File: src/rtl/calendar_alarm_core.sv
// Calendar/time-of-day counter with NA snoozable alarms, advanced by a 1 s Tick enable.
// Optional macro LEAP_YEAR_EN: February has 29 days when Year%4==0; otherwise Feb is always 28.
module calendar_alarm_core #(
   parameter int NS         = 60,
   parameter int NH         = 24,
   parameter int NW         = 7,
   parameter int NM         = 12,
   parameter int NA         = 4,
   parameter int SNOOZE_MIN = 5,
   localparam int AW        = (NA > 1) ? $clog2(NA) : 1
) (
   input  logic          Clk,
   input  logic          Reset,
   input  logic          Tick,
   input  logic          Timeset,
   input  logic          Alarmset,
   input  logic [AW-1:0] AlarmSel,
   input  logic          Minadv,
   input  logic          Hrsadv,
   input  logic          Dayadv,
   input  logic          Dateadv,
   input  logic          Monthadv,
   input  logic          Yearadv,
   input  logic [NA-1:0] Alarmon,
   input  logic          Snooze,
   output logic [5:0]    Sec,
   output logic [5:0]    Min,
   output logic [4:0]    Hr,
   output logic [2:0]    Day,
   output logic [4:0]    Date,
   output logic [3:0]    Month,
   output logic [6:0]    Year,
   output logic [NA-1:0] BuzzVec,
   output logic          Buzz
);

   logic [5:0]    sec_q, sec_d, min_q, min_d;
   logic [4:0]    hr_q, hr_d, date_q, date_d;
   logic [2:0]    day_q, day_d;
   logic [3:0]    month_q, month_d;
   logic [6:0]    year_q, year_d;
   logic [5:0]    amin_q [NA];
   logic [5:0]    amin_d [NA];
   logic [4:0]    ahr_q  [NA];
   logic [4:0]    ahr_d  [NA];
   logic [5:0]    snz_q  [NA];
   logic [5:0]    snz_d  [NA];
   logic [NA-1:0] buzz_q, buzz_d;
   logic          buzz_any_q;

   logic          leap_cur, leap_new, min_roll, fire_ok;
   logic [4:0]    mlen_cur, mlen_new, date_t;
   logic [NA-1:0] refire, match;

   function automatic logic [4:0] month_len(input logic [3:0] m, input logic leap);
      case (m)
         4'd4, 4'd6, 4'd9, 4'd11: month_len = 5'd30;
         4'd2:                    month_len = leap ? 5'd29 : 5'd28;
         default:                 month_len = 5'd31;
      endcase
   endfunction

`ifdef LEAP_YEAR_EN
   assign leap_cur = (year_q[1:0] == 2'd0);
`else
   assign leap_cur = 1'b0;
`endif

   assign mlen_cur = month_len(month_q, leap_cur);

   always_comb begin
      sec_d    = sec_q;
      min_d    = min_q;
      hr_d     = hr_q;
      day_d    = day_q;
      date_d   = date_q;
      month_d  = month_q;
      year_d   = year_q;
      amin_d   = amin_q;
      ahr_d    = ahr_q;
      leap_new = 1'b0;
      mlen_new = 5'd31;
      date_t   = date_q;
      min_roll = 1'b0;
      fire_ok  = 1'b0;
      if (Tick) begin
         if (Timeset) begin
            sec_d = 6'd0;
            if (Minadv)   min_d   = (min_q == 6'(NS-1)) ? 6'd0 : min_q + 6'd1;
            if (Hrsadv)   hr_d    = (hr_q == 5'(NH-1)) ? 5'd0 : hr_q + 5'd1;
            if (Dayadv)   day_d   = (day_q == 3'(NW-1)) ? 3'd0 : day_q + 3'd1;
            if (Monthadv) month_d = (month_q == 4'(NM)) ? 4'd1 : month_q + 4'd1;
            if (Yearadv)  year_d  = (year_q == 7'd99) ? 7'd0 : year_q + 7'd1;
            if (Dateadv)  date_t  = (date_q >= mlen_cur) ? 5'd1 : date_q + 5'd1;
`ifdef LEAP_YEAR_EN
            leap_new = (year_d[1:0] == 2'd0);
`else
            leap_new = 1'b0;
`endif
            // Month/year changes can shorten the month under the current date.
            mlen_new = month_len(month_d, leap_new);
            date_d   = (date_t > mlen_new) ? mlen_new : date_t;
         end else begin
            fire_ok = 1'b1;
            if (Alarmset) begin
               for (int k = 0; k < NA; k++) begin
                  if (AlarmSel == AW'(k)) begin
                     if (Minadv) amin_d[k] = (amin_q[k] == 6'(NS-1)) ? 6'd0 : amin_q[k] + 6'd1;
                     if (Hrsadv) ahr_d[k]  = (ahr_q[k] == 5'(NH-1)) ? 5'd0 : ahr_q[k] + 5'd1;
                  end
               end
            end
            if (sec_q == 6'(NS-1)) begin
               sec_d    = 6'd0;
               min_roll = 1'b1;
               if (min_q == 6'(NS-1)) begin
                  min_d = 6'd0;
                  if (hr_q == 5'(NH-1)) begin
                     hr_d  = 5'd0;
                     day_d = (day_q == 3'(NW-1)) ? 3'd0 : day_q + 3'd1;
                     if (date_q >= mlen_cur) begin
                        date_d = 5'd1;
                        if (month_q == 4'(NM)) begin
                           month_d = 4'd1;
                           year_d  = (year_q == 7'd99) ? 7'd0 : year_q + 7'd1;
                        end else begin
                           month_d = month_q + 4'd1;
                        end
                     end else begin
                        date_d = date_q + 5'd1;
                     end
                  end else begin
                     hr_d = hr_q + 5'd1;
                  end
               end else begin
                  min_d = min_q + 6'd1;
               end
            end else begin
               sec_d = sec_q + 6'd1;
            end
         end
      end
   end

   // Snooze counters are idle at 0; a count of 1 at a minute rollover means re-ring now.
   always_comb begin
      buzz_d = buzz_q;
      snz_d  = snz_q;
      refire = '0;
      match  = '0;
      for (int k = 0; k < NA; k++) begin
         match[k] = fire_ok && Alarmon[k] && (sec_d == 6'd0) &&
                    (min_d == amin_q[k]) && (hr_d == ahr_q[k]);
         if (Snooze && buzz_q[k]) begin
            buzz_d[k] = 1'b0;
            snz_d[k]  = 6'(SNOOZE_MIN);
         end else if (min_roll && (snz_q[k] != 6'd0)) begin
            snz_d[k] = snz_q[k] - 6'd1;
            if (snz_q[k] == 6'd1) refire[k] = 1'b1;
         end
         if (match[k] || refire[k]) buzz_d[k] = 1'b1;
         if (!Alarmon[k]) begin
            buzz_d[k] = 1'b0;
            snz_d[k]  = 6'd0;
         end
      end
   end

   always_ff @(posedge Clk or negedge Reset) begin
      if (!Reset) begin
         sec_q      <= 6'd0;
         min_q      <= 6'd0;
         hr_q       <= 5'd0;
         day_q      <= 3'd0;
         date_q     <= 5'd1;
         month_q    <= 4'd1;
         year_q     <= 7'd0;
         buzz_q     <= '0;
         buzz_any_q <= 1'b0;
         for (int k = 0; k < NA; k++) begin
            amin_q[k] <= 6'd0;
            ahr_q[k]  <= 5'd0;
            snz_q[k]  <= 6'd0;
         end
      end else begin
         sec_q      <= sec_d;
         min_q      <= min_d;
         hr_q       <= hr_d;
         day_q      <= day_d;
         date_q     <= date_d;
         month_q    <= month_d;
         year_q     <= year_d;
         buzz_q     <= buzz_d;
         buzz_any_q <= |buzz_d;
         for (int k = 0; k < NA; k++) begin
            amin_q[k] <= amin_d[k];
            ahr_q[k]  <= ahr_d[k];
            snz_q[k]  <= snz_d[k];
         end
      end
   end

   assign Sec     = sec_q;
   assign Min     = min_q;
   assign Hr      = hr_q;
   assign Day     = day_q;
   assign Date    = date_q;
   assign Month   = month_q;
   assign Year    = year_q;
   assign BuzzVec = buzz_q;
   assign Buzz    = buzz_any_q;

endmodule

File: config.mk
export PLATFORM = sky130hd
export DESIGN_NAME = calendar_alarm_core
export DESIGN_NICKNAME = d
export VERILOG_FILES = /design/src/rtl/calendar_alarm_core.sv
export SDC_FILE = /design/constraint.sdc
export NUM_CORES = 1
export LEC_CHECK = 0
export CAP_MARGIN = 10
export CORE_ASPECT_RATIO = 2
export CORE_MARGIN = 2
export CORE_UTILIZATION = 26
export CTS_BUF_LIST = sky130_fd_sc_hd__clkbuf_8 sky130_fd_sc_hd__clkbuf_16
export DETAILED_ROUTE_END_ITERATION = 16
export GPL_TIMING_DRIVEN = 0
export PLACE_DENSITY = 0.49
export SYNTH_ARGS = -nofsm -noshare
export SYNTH_HDL_FRONTEND = slang
export SYNTH_SLANG_ARGS = --single-unit
File: constraint.sdc
create_clock -name Clk -period 3.4 [get_ports Clk]
set_input_delay 0.85 -clock Clk [delete_from_list [all_inputs] [get_ports Clk]]
set_output_delay 0.85 -clock Clk [all_outputs]
set_load 0.05 [all_outputs]
# Word-level counts from Yosys, hierarchy flattened
# Index checks and enable logic that the tools add are counted.
# Widths: inputs -> output; s select.
dict set report word_totals {
  reg_bits 109
  input_bits 18
  out_inout_bits 41
  wordCells 241
}
dict set report op_classes {
  n_addsub 19
  n_lt_le_gt_ge 2
  n_eq_ne 45
  n_mux 99
  n_bitwise 1
  n_reduce_logical 54
}
# operator count
set ops {}
lappend ops {{$mux 6} 24}
lappend ops {{$mux 5} 21}
lappend ops {{$mux 7} 8}
lappend ops {{$reduce_and 5->1} 10}
lappend ops {{$add 6x1->6 const B} 6}
lappend ops {{$eq 6x6->1 const B} 6}
lappend ops {{$mux 4} 9}
lappend ops {{$add 5x1->5 const B} 6}
lappend ops {{$mux 1} 29}
lappend ops {{$eq 5x5->1 const B} 5}
lappend ops {{$eq 6x1->1 const B} 4}
lappend ops {{$eq 6x6->1} 4}
lappend ops {{$logic_and 1x1->1} 24}
lappend ops {{$reduce_bool 6->1} 4}
lappend ops {{$sub 6x1->6 const B} 4}
lappend ops {{$eq 4x4->1 const B} 5}
lappend ops {{$eq 5x5->1} 4}
lappend ops {{$mux 3} 6}
lappend ops {{$eq 4x3->1 const B} 4}
lappend ops {{$ne 3x1->1 const B} 4}
lappend ops {{$reduce_or 4->1} 3}
lappend ops {{$reduce_bool 2->1} 5}
lappend ops {{$eq 4x2->1 const B} 2}
lappend ops {{$pmux 2 s2} 2}
lappend ops {{16 further kinds} 21}

# Depth between registers and ports, before layout
# Gate-level depths: netlist (run 1).
dict set report depth {
  ltp_word 13
  ltp_mapped 19
  ltp_nobuf 19
}

# Worst setup path before layout (run 1)
# OpenSTA, ideal clock, no wires.
dict set report synth_timing {
  kind {register -> register}
  start {register month_q[0], in the netlist Month[0]}
  end {register date_q[1], in the netlist Date[1]}
  setup_time_ns 0.125
  t_arrival_ns 3.707
  t_required_ns 3.275
  path_slack_ns -0.431
  stages_incl_launch_ff 20
  n_path_buf 0
  synth_period_minus_slack_ns 3.831
  cell_sequence {dfstp_2 > inv_1 > ha_1 > nand2_1 > a22o_1 > ha_1 > nand2b_1 > a21oi_1 > or2_2 > nand2_1 > o21ai_0 > ha_1 > nand2_1 > o221a_2 > o311ai_0 > a31oi_1 > nand2_1 > o211ai_1 > o21ai_0 > mux2_2}
}
dict set report synth_between {
  elab_chain_len 13
  word_cells_on_any_way 33
  classes_between {1 x add/sub; 2 x order compare; 11 x eq/ne; 17 x mux; 2 x reduce/logical}
}
# item line_no
set synth_lines {}
lappend synth_lines {{start: declaration} 40} ;# logic [3:0] month_q, month_d;
lappend synth_lines {{start signal: assignment} 191} ;# month_q <= month_d;
lappend synth_lines {{$add 4x1->4 / $eq 4x4->1 (equally long branches)} 92} ;# if (Monthadv) month_d = (month_q == 4'(NM)) ? 4'd1 : month_q + 4'd1;
lappend synth_lines {{$mux 4 (2 in a row)} 92}
lappend synth_lines {{$mux 4} 87} ;# if (Timeset) begin
lappend synth_lines {{$mux 4} 86} ;# if (Tick) begin
lappend synth_lines {{$eq 4x3->1 / $eq 4x4->1 (equally long branches)} 56} ;# case (m)
lappend synth_lines {{$reduce_or 4->1} 56}
lappend synth_lines {{$pmux 2 s2} 56}
lappend synth_lines {{$mux 5} 87}
lappend synth_lines {{$mux 5} 86}
lappend synth_lines {{$gt 5x5->1} 102} ;# date_d = (date_t > mlen_new) ? mlen_new : date_t;
lappend synth_lines {{$mux 5} 102}
lappend synth_lines {{$mux 5 *} 87}
lappend synth_lines {{end signal: assignment} 190} ;# date_q <= date_d;
lappend synth_lines {{end: declaration} 38} ;# logic [4:0] hr_q, hr_d, date_q, date_d;
# Every way passes the cells marked *; elsewhere a longest branch is shown, timed or not. The select of a mux whose other input is x is not followed.
# A chain may end at the register's enable or synchronous reset.

# Final worst setup path (run 1)
# Same ends and word-level chain as after synthesis.

==> results of run 1 <==
## metrics by stage
stage	hold WS [ns]	power (W)	cells	instance area [um2]	utilization
after floorplan	0.498	0.00339	778	7170	-
after global placement	0.523	0.00418	1181	8150	0.303
after detailed placement	0.526	0.00421	1183	8190	0.304
after CTS	0.321	0.00556	1211	8710	0.324
after global routing	0.328	0.00591	1213	8860	0.329
final	0.321	0.00559	1213	8860	0.329
## timing repair
item / in CTS / in global routing
setup endpoints to repair: 12 / 11
pin swaps: 8 / 12
setup buffers: 12 / 3
gates resized for setup: 20 / 32
## Yosys cell counts, types with 9 or more instances
| library cell | n | area, um2 |
|---|---|---|
| and3_1 | 11 | 68.8 |
| nand3_1 | 26 | 130 |
| xnor2_1 | 47 | 412 |
| o31ai_1 | 11 | 82.6 |
| clkbuf_1 | 19 | 71.3 |
| nor4_1 | 9 | 56.3 |
| a31oi_1 | 16 | 100 |
| nor3_1 | 24 | 120 |
| xor2_1 | 30 | 263 |
| inv_1 | 31 | 116 |
| nor2b_1 | 10 | 62.6 |
| a21oi_1 | 30 | 150 |
| nand4_1 | 16 | 100 |
| nor2_1 | 56 | 210 |
| mux2_2 | 15 | 169 |
| dfrtp_1 | 107 | 2680 |
| nand2_1 | 92 | 345 |
| ha_1 | 33 | 413 |
| mux2i_1 | 10 | 100 |
| o21ai_0 | 37 | 185 |
| a21boi_0 | 10 | 75.1 |
## state kept, by name, indices dropped and copies added (netlist names), 4 cells and up
register  count
Month         4
BuzzVec       4
Sec           6
Hr            5
Date          5
amin_q       24
ahr_q        20
Min           6
Year          7
snz_q        24
## final timing paths
| kind | endpoint | cells past startpoint | start | slack, ns |
|---|---|---|---|---|
| max in group asynchronous | ahr_q[19]$_DFFE_PN0P_ | 2 | Reset | 2.32 |
| setup reg to reg | Date[1]$_DFFE_PN0P_ | 18 | Month[0]$_DFFE_PN1P_ | -0.17 |
| hold reg to reg | Day[2]$_DFFE_PN0P_ | 1 | Day[2]$_DFFE_PN0P_ | 0.53 |
| min in group Clk | Day[2]$_DFFE_PN0P_ | 1 | Day[2]$_DFFE_PN0P_ | 0.53 |
| setup / recovery | Date[1]$_DFFE_PN0P_ | 18 | Month[0]$_DFFE_PN1P_ | -0.17 |
| hold / removal | Buzz$_DFF_PN0_ | 1 | Reset | 0.32 |
## report_power, final
part / internal [W] / switching (W) / total [W] / leakage (nW)
clock: 0.000589 / 0.000520 / 0.00111 / 0.140
sequential: 0.00150 / 0.000311 / 0.00181 / 1.44
combinational: 0.00109 / 0.00158 / 0.00267 / 2.00
## per-layer routing
layer / vias up / wire length, um / GRT usage / part of all wire
met5: - / 0 / 0 / 0
met4: 0 / 1040 / 0.0870 / 0.051
met3: 31 / 431 / 0.0225 / 0.021
met2: 81 / 11700 / 0.278 / 0.57
met1: 2988 / 7480 / 0.145 / 0.36
li1: 2961 / - / - / -
## cell families (layout without fill, tap and decap cells)
logic type | Yosys count | after routing
compound gates | 177 | 177
fa+ha+maj | 33 | 33
buf+inv | 65 | 152
xor+xnor | 77 | 77
flops | 109 | 109
simple gates | 291 | 291
mux | 26 | 26
## layout make-up
cell class                 instances  area, um2  area share
inverter                          31        124      0.0140
tap                              348        435      0.0492
clock buffer                      10        239      0.0270
clock inverter                     6       62.6     0.00706
buffer                            33        201      0.0227
multi-input combinational        604       4330       0.489
sequential                       109       2740       0.309
timing repair buffer              72        724      0.0818
==> results.txt, run 1 <==
----------------------------------------------------
[Clocking]
  Clock Tree Root ... clkbuf_16
  H-tree Lvls ... 3
  Clock tree from TritonCTS ... done
  CTS clock-pin slew for the worst setup and hold paths ... 0.07 ns
  Later-pin clock latency in the skew report ... 0.38 ns
  CTS Hold Bufs ... 0
  CTS buffer count ... 9
  Maximum clock path buffer count ... 2
  Total number of clock tree sinks ... 109

[Yosys]
  Simple-gate share of the synthesized area ... 0.206
  Number of enable flip-flop cells after synthesis ... 0
  Asr flop ratio synth ... 1.00
  Area share of fa/ha/maj cells after synthesis ... 0.0580
  Yosys warnings ... 0
  Library cells used by synthesis ... 80
  Compound-cell area share of the yosys netlist ... 0.173
  Synthesized instance count ... 778
  Ys flop type ... dfrtp_1
  Combinational family with the most area after synthesis ... simple AND/OR/NAND/NOR gates
  Net count after synthesis ... 829
  Average cell area after synthesis ... 9.15 um2
  Area share of xor/xnor cells in the synthesized design ... 0.0948
  Share of synthesized area occupied by flip-flops and latches ... 0.384
  Number of synthesized register bits ... 109
  Mapped cell area ... 7120 um2
  Multiplexer fraction of the synthesized cell area ... 0.0397

[Global routing]
  Maximum number of pins on one net before global-route repair ... 89
  Vias in the first global route ... 6,094
  Initial antenna violation count ... 0
  Total routing usage reported by global routing ... 0.146
  Wire length of the first global-routing pass ... 32,500 um
  Overall overflow remaining after global route ... 0

[Die]
  Die extent in x ... 121 um
  Overall die height ... 238 um
  Std-Cell Rows ... 85
  Starting density of the core ... 0.264
  CORE AREA ... 26,900 um2
  Full die area ... 28,800 um2
  Number of top-level pins ... 59

[Final layout]
  Layout overhead on the synthesized area ... 24.5%
  Fraction of final layout cells with drive strength greater than 1 ... 0.146
  Fin nets ... 911
  Commonest non-fill, non-tap cell in the layout ... dfrtp_1
  Filler cells ... 2,794
  Commonest cells after routing, fill and taps aside ... 103 x dfrtp_1, 89 x nand2_1, 53 x nor2_1, 53 x clkdlybuf4s50_1, 46 x xnor2_1
  Ant diodes ... 0

[STA]
  Pin slew with the least headroom to its limit ... 0.779 ns
  Number of pins exceeding their max-slew limit in the final report ... 0
  Final total negative setup slack ... -0.310 ns
  Relative slew margins ... 0.477
  Unrepaired setup endpoints after global routing ... yes
  Setup ws final ... -0.169 ns
  Worst Skew ... 0.0122 ns
  Final hold violation count ... 0
  Number of endpoints failing setup at the final stage ... 2
  Period minus WS final ... 3.57 ns
  Final worst-path cycle share ... 1.05
  Peak Freq ... 280 MHz

[Power and ir drop]
  Static power due to leakage ... 3.57 nW
  Max IR drop VDD ... 256 uV
  Power density over cell area ... 631 nW/um2

[Detailed routing]
  Post-DR wirelength/cell ... 17.0 um
  Residual DRC count ... 0
  Average via count per standard cell ... 5.00
  Number of DRC markers after the initial detailed-route iteration ... 249
  Routed WL ... 20,600 um
  Total via count in the routed design ... 6,061
  DRT Pass-1 Iters ... 5
  Antenna viol nets, final ... 0

[Worst setup path]
  Worst setup EP type ... flip-flop
  Most common cell on crit path ... ha_1
  Number of buffers and inverters on the critical path ... 0
  Kind of critical path ... reg2reg
  Max stage delay cell, worst path ... dfstp_4
  Data arrival at the endpoint of the critical path ... 3.82 ns
  Sort of element at the start of the critical path ... flip-flop
  Cell-by-cell listing of the critical path ... ha_4, o21bai_1, a22o_1, ha_1, nand2b_4, a21oi_4, or2_4, nand2_4, o21ai_2, ha_1, nor2b_1, o221a_2, o311ai_2, a31oi_2, nand2_1, o211ai_1, o21ai_1, mux2_4
  Critical path's top delay family ... compound AO/OA/AOI/OAI gates
  Critical Path RT ... 3.66 ns
  Worst path max stage delay ... 0.69 ns
  Highest fanout seen on the critical path ... 5

[Min path]
  Path class of the lowest-slack min-delay path ... in2async

[Run]
  Number of max-cap violations ... 0

[Status]
  Failing checks ... negative setup slack
  Result of the run ... complete, but fails checks

[Placement]
  Placer congestion estimate ... 0.803
  Pre-CTS setup slack ... -1.00 ns
  DPL Wire Length ... 15,800 um
  Total of buffers placed on input and output ports ... 55

----------------------------------------------------
Power figures use the tool's default switching activity.
==> inputs of run 2 (changes only) <==
- GPL_TIMING_DRIVEN: 0 -> default
- SETUP_SLACK_MARGIN: default -> 0.3
==> run 2 against run 1 <==
Net effect:
- the run still ends with negative setup slack left
- via count rose by 2.9%
- critical path depth is the same
- core utilization is 1.4 points higher
- global-route usage grew 1.2 points
- sequential power up 6%
- flip-flop and latch count stayed put
- critical endpoint unchanged
- largest cell class unchanged
==> results.txt, run 2 (synthesis results as in run 1) <==
----------------------------------------------------
[Die]
  Full die area ... 28,800 um2
  Die extent in x ... 121 um
  Std-Cell Rows ... 85
  Starting density of the core ... 0.264
  Number of top-level pins ... 59
  Overall die height ... 238 um
  CORE AREA ... 26,900 um2

[Detailed routing]
  Number of DRC markers after the initial detailed-route iteration ... 310
  Total via count in the routed design ... 6,234
  Routed WL ... 22,100 um
  Post-DR wirelength/cell ... 17.6 um
  Average via count per standard cell ... 4.96
  Antenna viol nets, final ... 0
  Residual DRC count ... 0
  DRT Pass-1 Iters ... 4

[STA]
  Number of endpoints failing setup at the final stage ... 2
  Final hold violation count ... 0
  Period minus WS final ... 3.51 ns
  Worst Skew ... 0.0157 ns
  Setup ws final ... -0.114 ns
  Unrepaired setup endpoints after global routing ... yes
  Peak Freq ... 285 MHz
  Final total negative setup slack ... -0.209 ns
  Pin slew with the least headroom to its limit ... 0.625 ns
  Relative slew margins ... 0.584
  Final worst-path cycle share ... 1.03
  Number of pins exceeding their max-slew limit in the final report ... 0

[Clocking]
  Clock tree from TritonCTS ... done
  CTS buffer count ... 9
  H-tree Lvls ... 3
  CTS Hold Bufs ... 0
  Maximum clock path buffer count ... 2
  Total number of clock tree sinks ... 109
  CTS clock-pin slew for the worst setup and hold paths ... 0.07 ns
  Later-pin clock latency in the skew report ... 0.37 ns
  Clock Tree Root ... clkbuf_16

[Power and ir drop]
  Final Power ... 0.00560 W
  Power density over cell area ... 607 nW/um2
  Static power due to leakage ... 3.84 nW
  Max IR drop VDD ... 268 uV

[Worst setup path]
  Critical R2R Launch ... Month[0]$_DFFE_PN1P_
  Data arrival at the endpoint of the critical path ... 3.77 ns
  Worst setup EP type ... flip-flop
  Register-to-Register Setup Slack ... -0.11 ns
  Kind of critical path ... reg2reg
  Critical Path RT ... 3.66 ns
  Worst Reg2Reg Path Length in Cells ... 18
  Highest fanout seen on the critical path ... 4
  Sort of element at the start of the critical path ... flip-flop
  Reg-to-Reg End ... Date[1]$_DFFE_PN0P_

[Global routing]
  Total routing usage reported by global routing ... 0.158
  Maximum number of pins on one net before global-route repair ... 40
  Overall overflow remaining after global route ... 0
  Wire length of the first global-routing pass ... 34,500 um
  Initial antenna violation count ... 0
  Vias in the first global route ... 6,315

[Final layout]
  Fraction of final layout cells with drive strength greater than 1 ... 0.215
  Fin nets ... 956
  Commonest non-fill, non-tap cell in the layout ... dfrtp_1
  Layout overhead on the synthesized area ... 29.7%
  Ant diodes ... 0
  Regs by FF count ... amin_q: 24 flops, snz_q: 24 flops, ahr_q: 20 flops
  Commonest cells after routing, fill and taps aside ... 100 x dfrtp_1, 90 x nand2_1, 85 x buf_4, 55 x clkdlybuf4s50_1, 50 x nor2_1

[Run]
  Number of max-cap violations ... 0

[Status]
  Failing checks ... negative setup slack
  Result of the run ... complete, but fails checks

[Min path]
  Path class of the lowest-slack min-delay path ... in2async

[Placement]
  Total of buffers placed on input and output ports ... 58
  Placer congestion estimate ... 0.837
  DPL Wire Length ... 17,700 um

----------------------------------------------------
## run 2: worst max path at each step
stage	slack (ns)	startpoint	depth (start not counted)	to
after floorplan	-0.05	Month[0]$_DFFE_PN1P_	18	Date[1]$_DFFE_PN0P_
after global placement	-0.40	Timeset	11	Buzz$_DFF_PN0_
after detailed placement	-0.44	Timeset	11	Buzz$_DFF_PN0_
after CTS	-0.14	Month[0]$_DFFE_PN1P_	18	Date[1]$_DFFE_PN0P_
after global routing	-0.32	Month[0]$_DFFE_PN1P_	18	Date[1]$_DFFE_PN0P_
final	-0.11	Month[0]$_DFFE_PN1P_	18	Date[1]$_DFFE_PN0P_
## run 2: worst max-delay path: stages, from the launching register on
cell      delay [ns]
dfstp_4         0.68
ha_4            0.17
o21bai_4        0.05
a22o_1          0.21
ha_1            0.27
nand2b_4        0.13
a21oi_4         0.06
or2_4           0.24
nand2_2         0.08
o21ai_2         0.07
ha_1            0.28
nor2b_1         0.12
o221a_2         0.19
o311ai_2        0.09
a31oi_2         0.24
nand2_1         0.08
o211ai_1        0.10
o21ai_1         0.08
mux2_2          0.26
## run 2: where the power goes
part | internal [W] | leakage, nW | switching (W) | total, W
Clock | 0.000501 | 0.136 | 0.000527 | 0.00103
Combinational | 0.00120 | 2.28 | 0.00146 | 0.00266
Sequential | 0.00150 | 1.43 | 0.000410 | 0.00191
Total | 0.00321 | 3.84 | 0.00240 | 0.00560
## run 2: metrics by stage
| stage | worst slack, ns | utilization | cells | area, um2 | hold WS (ns) |
|---|---|---|---|---|---|
| 2_1_floorplan | -0.0543 | - | 778 | 7200 | 0.498 |
| 6_report | -0.114 | 0.343 | 1258 | 9230 | 0.469 |
| 3_5_place_dp | -0.443 | 0.321 | 1230 | 8640 | 0.522 |
| 3_3_place_gp | -0.402 | 0.321 | 1230 | 8640 | 0.526 |
| 5_1_grt | -0.321 | 0.343 | 1258 | 9230 | 0.498 |
| 4_1_cts | -0.138 | 0.338 | 1252 | 9090 | 0.489 |
## run 2: metal layers
| metal | routed length [um] | global-route usage | vias up |
|---|---|---|---|
| met1 | 7520 | 0.145 | 3016 |
| li1 | - | - | 3048 |
| met4 | 1590 | 0.116 | 0 |
| met2 | 12400 | 0.306 | 118 |
| met3 | 524 | 0.0229 | 52 |
| met5 | 0 | 0 | - |
## run 2: final cells by class
cell class / count / area [um2]
clock buffer: 9 / 225
tap: 348 / 435
fill: 2788 / 17700
clock inverter: 7 / 48.8
multi-input combinational: 604 / 4330
sequential: 109 / 2740
inverter: 31 / 121
timing repair buffer: 150 / 1330
## run 2: repair_timing
item,CTS,global route
hold endpoints to repair,0,0
pin swaps,17,18
endpoints found under the setup margin,10,9
gates resized for setup,31,21
buffers inserted,6,6
gates cloned,0,0
